--- src/rtl/bicubic_tap_mac_pipe_if.sv ---
// Handshake bundle for bicubic_tap_mac_pipe.
// Input side: in_valid/in_ready, per-transaction clamp mode, N_TAP weights and
// N_TAP x N_CH sign-magnitude pixels. Output side: out_valid/out_ready,
// N_CH output magnitudes and N_CH sign bits.
// slave = the MAC pipe, master = the upstream/downstream environment.
interface bicubic_tap_mac_pipe_if #(
  parameter int unsigned N_TAP = 4,
  parameter int unsigned N_CH  = 4,
  parameter int unsigned PW    = 8,
  parameter int unsigned WW    = 8
);
  logic                            in_valid;
  logic                            in_ready;
  logic                            in_mode_clamp;
  logic [N_TAP*WW-1:0]             in_weight;
  logic [N_TAP*N_CH*(PW+1)-1:0]    in_pixel;
  logic                            out_valid;
  logic                            out_ready;
  logic [N_CH*PW-1:0]              out_pixel;
  logic [N_CH-1:0]                 out_sign;

  modport master (
    output in_valid, in_mode_clamp, in_weight, in_pixel, out_ready,
    input  in_ready, out_valid, out_pixel, out_sign
  );

  modport slave (
    input  in_valid, in_mode_clamp, in_weight, in_pixel, out_ready,
    output in_ready, out_valid, out_pixel, out_sign
  );
endinterface

--- src/rtl/bicubic_tap_mac_pipe.sv ---
// Three-stage pipelined weighted tap reduction for the bicubic datapath.
// Per transaction and channel: dot product of N_TAP signed weights with N_TAP
// sign-magnitude pixels, then round-half-up, shift by FRAC and saturate to PW
// bits, as sign-magnitude or clamped-to-zero depending on in_mode_clamp.
// Ports: clk, rst (async, active-high); bus = slave side of
// bicubic_tap_mac_pipe_if (valid/ready in and out, full backpressure).
// Stages: S1 products, S2 channel sums, S3 output register.
module bicubic_tap_mac_pipe #(
  parameter int unsigned N_TAP = 4,
  parameter int unsigned N_CH  = 4,
  parameter int unsigned PW    = 8,
  parameter int unsigned WW    = 8,
  parameter int unsigned FRAC  = 6
) (
  input logic                   clk,
  input logic                   rst,
  bicubic_tap_mac_pipe_if.slave bus
);
  localparam int unsigned PXW = PW + 2;
  localparam int unsigned PRW = WW + PW + 2;
  localparam int unsigned SW  = PRW + $clog2(N_TAP);
  // One extra bit so adding the rounding constant can never wrap.
  localparam int unsigned RW  = SW + 1;
  localparam int unsigned NP  = N_TAP * N_CH;

  localparam logic signed [RW-1:0] Rnd    = RW'(2 ** (FRAC - 1));
  localparam logic signed [RW-1:0] MaxMag = RW'(2 ** PW - 1);

  // Sign-magnitude to two's complement; -0 maps to 0.
  function automatic logic signed [PXW-1:0] sm_to_signed(input logic [PW:0] p);
    logic signed [PXW-1:0] m;
    m = signed'({2'b00, p[PW-1:0]});
    return p[PW] ? -m : m;
  endfunction

  function automatic logic signed [PRW-1:0] mul(input logic signed [WW-1:0]  w,
                                                input logic signed [PXW-1:0] p);
    logic signed [PRW-1:0] a, b;
    a = PRW'(w);
    b = PRW'(p);
    return a * b;
  endfunction

  logic              s1_valid_q, s1_valid_d, s1_mode_q, s1_mode_d;
  logic [NP*PRW-1:0] s1_prod_q, s1_prod_d;
  logic              s2_valid_q, s2_valid_d, s2_mode_q, s2_mode_d;
  logic [N_CH*SW-1:0] s2_sum_q, s2_sum_d;
  logic              s3_valid_q, s3_valid_d;
  logic [N_CH*PW-1:0] out_pixel_q, out_pixel_d;
  logic [N_CH-1:0]   out_sign_q, out_sign_d;

  logic s1_load, s2_load, s3_load, in_fire;
  logic signed [SW-1:0] acc;
  logic signed [RW-1:0] r, r_abs;
  logic                 r_neg;

  // A stage loads when empty or when its contents move on this cycle, so
  // bubbles collapse and a stall only freezes full stages.
  assign s3_load      = ~s3_valid_q | bus.out_ready;
  assign s2_load      = ~s2_valid_q | s3_load;
  assign s1_load      = ~s1_valid_q | s2_load;
  assign bus.in_ready = s1_load & ~rst;
  assign in_fire      = bus.in_valid & bus.in_ready;

  always_comb begin
    s1_valid_d = s1_load ? in_fire : s1_valid_q;
    s1_mode_d  = s1_mode_q;
    s1_prod_d  = s1_prod_q;
    if (in_fire) begin
      s1_mode_d = bus.in_mode_clamp;
      for (int t = 0; t < N_TAP; t++) begin
        for (int c = 0; c < N_CH; c++) begin
          s1_prod_d[(t*N_CH+c)*PRW +: PRW] =
            mul(bus.in_weight[t*WW +: WW],
                sm_to_signed(bus.in_pixel[(t*N_CH+c)*(PW+1) +: PW+1]));
        end
      end
    end
  end

  always_comb begin
    s2_valid_d = s2_load ? s1_valid_q : s2_valid_q;
    s2_mode_d  = s2_mode_q;
    s2_sum_d   = s2_sum_q;
    acc        = '0;
    if (s2_load && s1_valid_q) begin
      s2_mode_d = s1_mode_q;
      for (int c = 0; c < N_CH; c++) begin
        acc = '0;
        for (int t = 0; t < N_TAP; t++) begin
          acc = acc + SW'($signed(s1_prod_q[(t*N_CH+c)*PRW +: PRW]));
        end
        s2_sum_d[c*SW +: SW] = acc;
      end
    end
  end

  always_comb begin
    s3_valid_d  = s3_load ? s2_valid_q : s3_valid_q;
    out_pixel_d = out_pixel_q;
    out_sign_d  = out_sign_q;
    r           = '0;
    r_abs       = '0;
    r_neg       = 1'b0;
    if (s3_load && s2_valid_q) begin
      for (int c = 0; c < N_CH; c++) begin
        // Arithmetic shift after adding half an LSB: round half toward +inf.
        r     = (RW'($signed(s2_sum_q[c*SW +: SW])) + Rnd) >>> FRAC;
        r_neg = r[RW-1];
        r_abs = r_neg ? -r : r;
        if (r_neg && s2_mode_q) begin
          out_pixel_d[c*PW +: PW] = '0;
          out_sign_d[c]           = 1'b0;
        end else begin
          out_pixel_d[c*PW +: PW] = (r_abs > MaxMag) ? {PW{1'b1}} : r_abs[PW-1:0];
          out_sign_d[c]           = r_neg;
        end
      end
    end
  end

  always_ff @(posedge clk or posedge rst) begin
    if (rst) begin
      s1_valid_q  <= 1'b0;
      s1_mode_q   <= 1'b0;
      s1_prod_q   <= '0;
      s2_valid_q  <= 1'b0;
      s2_mode_q   <= 1'b0;
      s2_sum_q    <= '0;
      s3_valid_q  <= 1'b0;
      out_pixel_q <= '0;
      out_sign_q  <= '0;
    end else begin
      s1_valid_q  <= s1_valid_d;
      s1_mode_q   <= s1_mode_d;
      s1_prod_q   <= s1_prod_d;
      s2_valid_q  <= s2_valid_d;
      s2_mode_q   <= s2_mode_d;
      s2_sum_q    <= s2_sum_d;
      s3_valid_q  <= s3_valid_d;
      out_pixel_q <= out_pixel_d;
      out_sign_q  <= out_sign_d;
    end
  end

  assign bus.out_valid = s3_valid_q;
  assign bus.out_pixel = out_pixel_q;
  assign bus.out_sign  = out_sign_q;
endmodule

--- src/flat_wrapper.sv ---
// flat-port wrapper written by rule: the top's interface ports become plain ports
module bicubic_tap_mac_pipe_flat 
#(
  parameter int unsigned N_TAP = 4,
  parameter int unsigned N_CH  = 4,
  parameter int unsigned PW    = 8,
  parameter int unsigned WW    = 8,
  parameter int unsigned FRAC  = 6
)
  (clk, rst, bus_in_valid, bus_in_mode_clamp, bus_in_weight, bus_in_pixel, bus_out_ready, bus_in_ready, bus_out_valid, bus_out_pixel, bus_out_sign);
  bicubic_tap_mac_pipe_if #(.N_TAP(N_TAP), .N_CH(N_CH), .PW(PW), .WW(WW)) bus_i ();
  input logic clk;
  input logic rst;
  input wire logic [$bits(bus_i.in_valid)-1:0] bus_in_valid;
  input wire logic [$bits(bus_i.in_mode_clamp)-1:0] bus_in_mode_clamp;
  input wire logic [$bits(bus_i.in_weight)-1:0] bus_in_weight;
  input wire logic [$bits(bus_i.in_pixel)-1:0] bus_in_pixel;
  input wire logic [$bits(bus_i.out_ready)-1:0] bus_out_ready;
  output wire logic [$bits(bus_i.in_ready)-1:0] bus_in_ready;
  output wire logic [$bits(bus_i.out_valid)-1:0] bus_out_valid;
  output wire logic [$bits(bus_i.out_pixel)-1:0] bus_out_pixel;
  output wire logic [$bits(bus_i.out_sign)-1:0] bus_out_sign;
  assign bus_i.in_valid = bus_in_valid;
  assign bus_i.in_mode_clamp = bus_in_mode_clamp;
  assign bus_i.in_weight = bus_in_weight;
  assign bus_i.in_pixel = bus_in_pixel;
  assign bus_i.out_ready = bus_out_ready;
  assign bus_in_ready = bus_i.in_ready;
  assign bus_out_valid = bus_i.out_valid;
  assign bus_out_pixel = bus_i.out_pixel;
  assign bus_out_sign = bus_i.out_sign;
  bicubic_tap_mac_pipe #(.N_TAP(N_TAP), .N_CH(N_CH), .PW(PW), .WW(WW), .FRAC(FRAC)) u_core (.clk(clk), .rst(rst), .bus(bus_i));
endmodule
--- config.mk ---
export PLATFORM = sky130hd
export DESIGN_NAME = bicubic_tap_mac_pipe_flat
export DESIGN_NICKNAME = d
export VERILOG_FILES = /design/src/rtl/bicubic_tap_mac_pipe_if.sv /design/src/rtl/bicubic_tap_mac_pipe.sv /design/src/flat_wrapper.sv
export SDC_FILE = /design/constraint.sdc
export NUM_CORES = 2
export LEC_CHECK = 0
export CAP_MARGIN = 10
export CORE_ASPECT_RATIO = 2
export CORE_MARGIN = 1.5
export CORE_UTILIZATION = 54
export DETAILED_ROUTE_END_ITERATION = 7
export PLACE_DENSITY = 0.72
export SLEW_MARGIN = 20
export SYNTH_ARGS = -nofsm -noshare
export SYNTH_HDL_FRONTEND = slang
export SYNTH_SLANG_ARGS = --single-unit
--- constraint.sdc ---
create_clock -name clk -period 16.1 [get_ports clk]
set_clock_uncertainty 0.2 [all_clocks]
set_input_delay 3.22 -clock clk [delete_from_list [all_inputs] [get_ports clk]]
set_output_delay 3.22 -clock clk [all_outputs]
set_load 0.1 [all_outputs]
==> summary.md <==
| Metric | Value |
|---|---|
| Run status | `completed` |
| Mux contribution to synthesized area | `0.384%` |
| Row count | `190` |
| Setup crit end kind | `register` |
| Worst EP required | `16340 ps` |
| Synth Area in Simple Gates | `about 18%` |
| Gr usage total | `29.5%` |
| CTS root buf | `clkbuf_16` |
| Worst Hold Class | `reg2reg` |
| Period utilization | `57.5%` |
| Hold bufs inserted after CTS | `0` |
| Maximum root-to-sink buffer count | `3` |
| Max-cap violations | `0` |
| Max Slew Vio Count | `0` |
| Main combinational cell family by area after synthesis | `adder cells` |
| Critical path fanouts, max | `10` |
| Grt ovf | `0` |
| Post-synth EDFFs | `0` |
| Least-Margin Pin Slew | `1050 ps` |
| Drt pass-1 iters | `6` |
| Detailed-route wire length | `roughly 200 mm` |
| Number of setup violations in the final report | `0` |
| DRC errors left | `0` |
| Adder-cell share of the synthesized area | `between 40 and 50%` |
| Post-synth cell types | `96` |
| Initial Utilization | `about 54%` |
| Vias | `54872` |
| Seq cells post-synth | `389` |
| Avg Cell Area, Syn | `8.96 µm²` |
| Top FF cell, synth | `dfrtp_1` |
| Nets@finish | `roughly 10000` |
| Arr. time, crit path | `about 9500 ps` |
| Ys Warns | `0` |
| Reg2Reg Setup Slack | `11860 ps` |
| I/O Buffers | `about 220` |
| Setup bufs post-CTS | `0` |
| H-tree Lvls | `2` |
| Initial antenna violation count | `12` |
| Dpl hpwl | `163 mm` |
| Routability congestion estimate | `0.983` |
| Area growth syn-to-layout | `6.94%` |
| Fraction of layout cells with a size suffix above 1 | `under 10%` |
| Initial DRC Count | `2642` |
| Routed Antenna Nets | `0` |
| Die area | `137000 µm²` |
| Die height | `between 500 and 600 µm` |
| Clock Latency Late Sink | `620 ps` |
| Avg Vias per Cell | `5.54` |
| Vias in the first global route | `59373` |
| Max Freq | `0.108 GHz` |
| Setup Total Neg Slack | `0 ps` |
| Ports | `219` |
| Global-route wire length before repair | `around 310 mm` |
| Synth Area in Compound Gates | `8.32%` |
| Resize count post-CTS | `0` |
| Largest net degree at the start of global routing | `115` |
| Register area share after synthesis | `13.4%` |
| Core Box Area | `134000 µm²` |
| Gate count after technology mapping | `8120` |
| Worst hold path depth | `2` |
| Syn nets | `10137` |
| FFs w/ async S/R, synth | `100%` |
| Slew margin rel. | `around 28%` |
| Min cycle time layout | `9260 ps` |
| CTS tree | `built` |
| CTS sink cnt | `between 300 and 400` |
| Unrepaired setup endpoints after global routing | `false` |
| Crit Path Class | `in2reg` |
| Wire per inst | `19.9 µm` |
| Die Width | `263 µm` |
| XOR/XNOR Fraction of Synth Area | `6.21%` |
| Worst-path clk slew | `60 ps` |
| Final hold vios | `0` |
| Type of origin of the critical path | `primary input` |
| Inserted Clock Buffers | `between 40 and 50` |
| Cell Area, Synth | `72800 µm²` |
| Path depth of the worst reg2reg path | `11` |
state kept, by name, indices dropped and copies added (netlist names), 4 cells and up:
| register | count |
|---|---|
| u_core.bus.out_pixel | 32 |
| u_core.s2_sum_q | 60 |
| u_core.bus.out_sign | 4 |
| u_core.s1_prod_q | 288 |
layout by cell type (no fill, tap or decap), drive strengths merged, types with 224 or more instances in the layout:
cell type and n:
xor2 224, ha 620, fa 1216, xnor2 292
and2 450, nand2 953, nor2b 401, o21ai 386
inv 1604, dfrtp 389
cell families after synthesis:
group | count (synthesis)
buffers and inverters | 1889
and+or+nand+nor | 2522
adders and majority gates | 1836
xor gates and xnor gates | 516
muxes | 27
AOI/OAI and AO/OA | 941
DFF | 389
cell type report:
cell class | instances | area [µm²]
clock inverters | 26 | 335
clock buffers | 54 | 1190
flip-flops and latches | 389 | 9730
inverters | 1603 | 6020
diodes | 6 | 15.0
fillers | 11863 | 56000
multi-input cells | 5842 | 55800
well taps | 1728 | 2160
repair buffers | 262 | 2490
worst paths after layout:
check	to	startpoint
worst max-delay path	u_core.s1_prod_q[15]	bus_in_pixel[0]
worst min-delay path	u_core.s1_prod_q[270]	u_core.s1_prod_q[270]
worst max register to register	u_core.s2_sum_q[19]	u_core.s1_prod_q[75]
worst min register to register	u_core.s1_prod_q[270]	u_core.s1_prod_q[270]
max in group asynchronous	u_core.s1_prod_q[199]	rst
min in group asynchronous	u_core.s2_mode_q	rst
synth_stat cells, types with 14 or more instances:
cell type / instances / area share [%]
o21bai_1: 21 / 0.22
dfrtp_1: 389 / 13
nand3_1: 77 / 0.53
nand2_1: 952 / 4.9
and3_1: 33 / 0.28
ha_1: 620 / 11
mux2i_1: 20 / 0.28
a21o_1: 39 / 0.40
o21a_1: 27 / 0.28
nor3_1: 89 / 0.61
nand4_1: 30 / 0.26
nand2b_1: 163 / 1.4
a21boi_0: 26 / 0.27
xnor2_1: 292 / 3.5
o22ai_1: 14 / 0.12
inv_1: 1601 / 8.3
a211o_1: 29 / 0.35
or3_1: 40 / 0.34
a31oi_1: 31 / 0.27
o21ai_0: 375 / 2.6
a21oi_1: 137 / 0.94
o211ai_1: 26 / 0.27
clkbuf_1: 241 / 1.2
a221o_1: 17 / 0.23
o31ai_1: 63 / 0.65
nor2_1: 202 / 1.0
nor2b_1: 401 / 3.4
nand3b_1: 15 / 0.15
buf_2: 30 / 0.21
o41a_1: 19 / 0.29
and2_1: 449 / 3.9
xor2_1: 224 / 2.7
fa_1: 1216 / 33
through the flow:
step	hold slack (ps)	util, %	instance area [µm²]	cells	worst slack, ps
2_1_floorplan	231	-	72800	8120	1870
3_3_place_gp	249	57.0	76300	9824	6390
3_5_place_dp	254	57.0	76300	9824	6260
4_1_cts	267	58.1	77800	9904	6900
5_1_grt	310	58.1	77800	9908	6440
6_report	265	58.1	77800	9910	6840
layer usage:
metal / track usage (%) / wire length [µm]
met1: 30.4 / 67200
met2: 54.5 / 104000
met3: 3.28 / 7820
met4: 23.0 / 18200
met5: 0 / 56
worst max-delay path, stage by stage:
cell             delay [ps]
clkdlybuf4s50_1         700
or4_1                   690
o41ai_1                 340
xnor2_1                 380
nand2_1                 180
fa_1                    560
inv_1                    50
fa_1                    490
fa_1                    500
inv_1                    50
fa_1                    580
inv_1                    70
ha_1                    340
nor3_1                  210
nor2_1                   90
and3_1                  200
or3_1                   340
a21oi_1                 190
xor2_1                  210
o21ai_0                 100
Power is left out: the tool's default activity adds up to more than one toggle a clock period on the data nets, which glitch-free logic cannot reach.
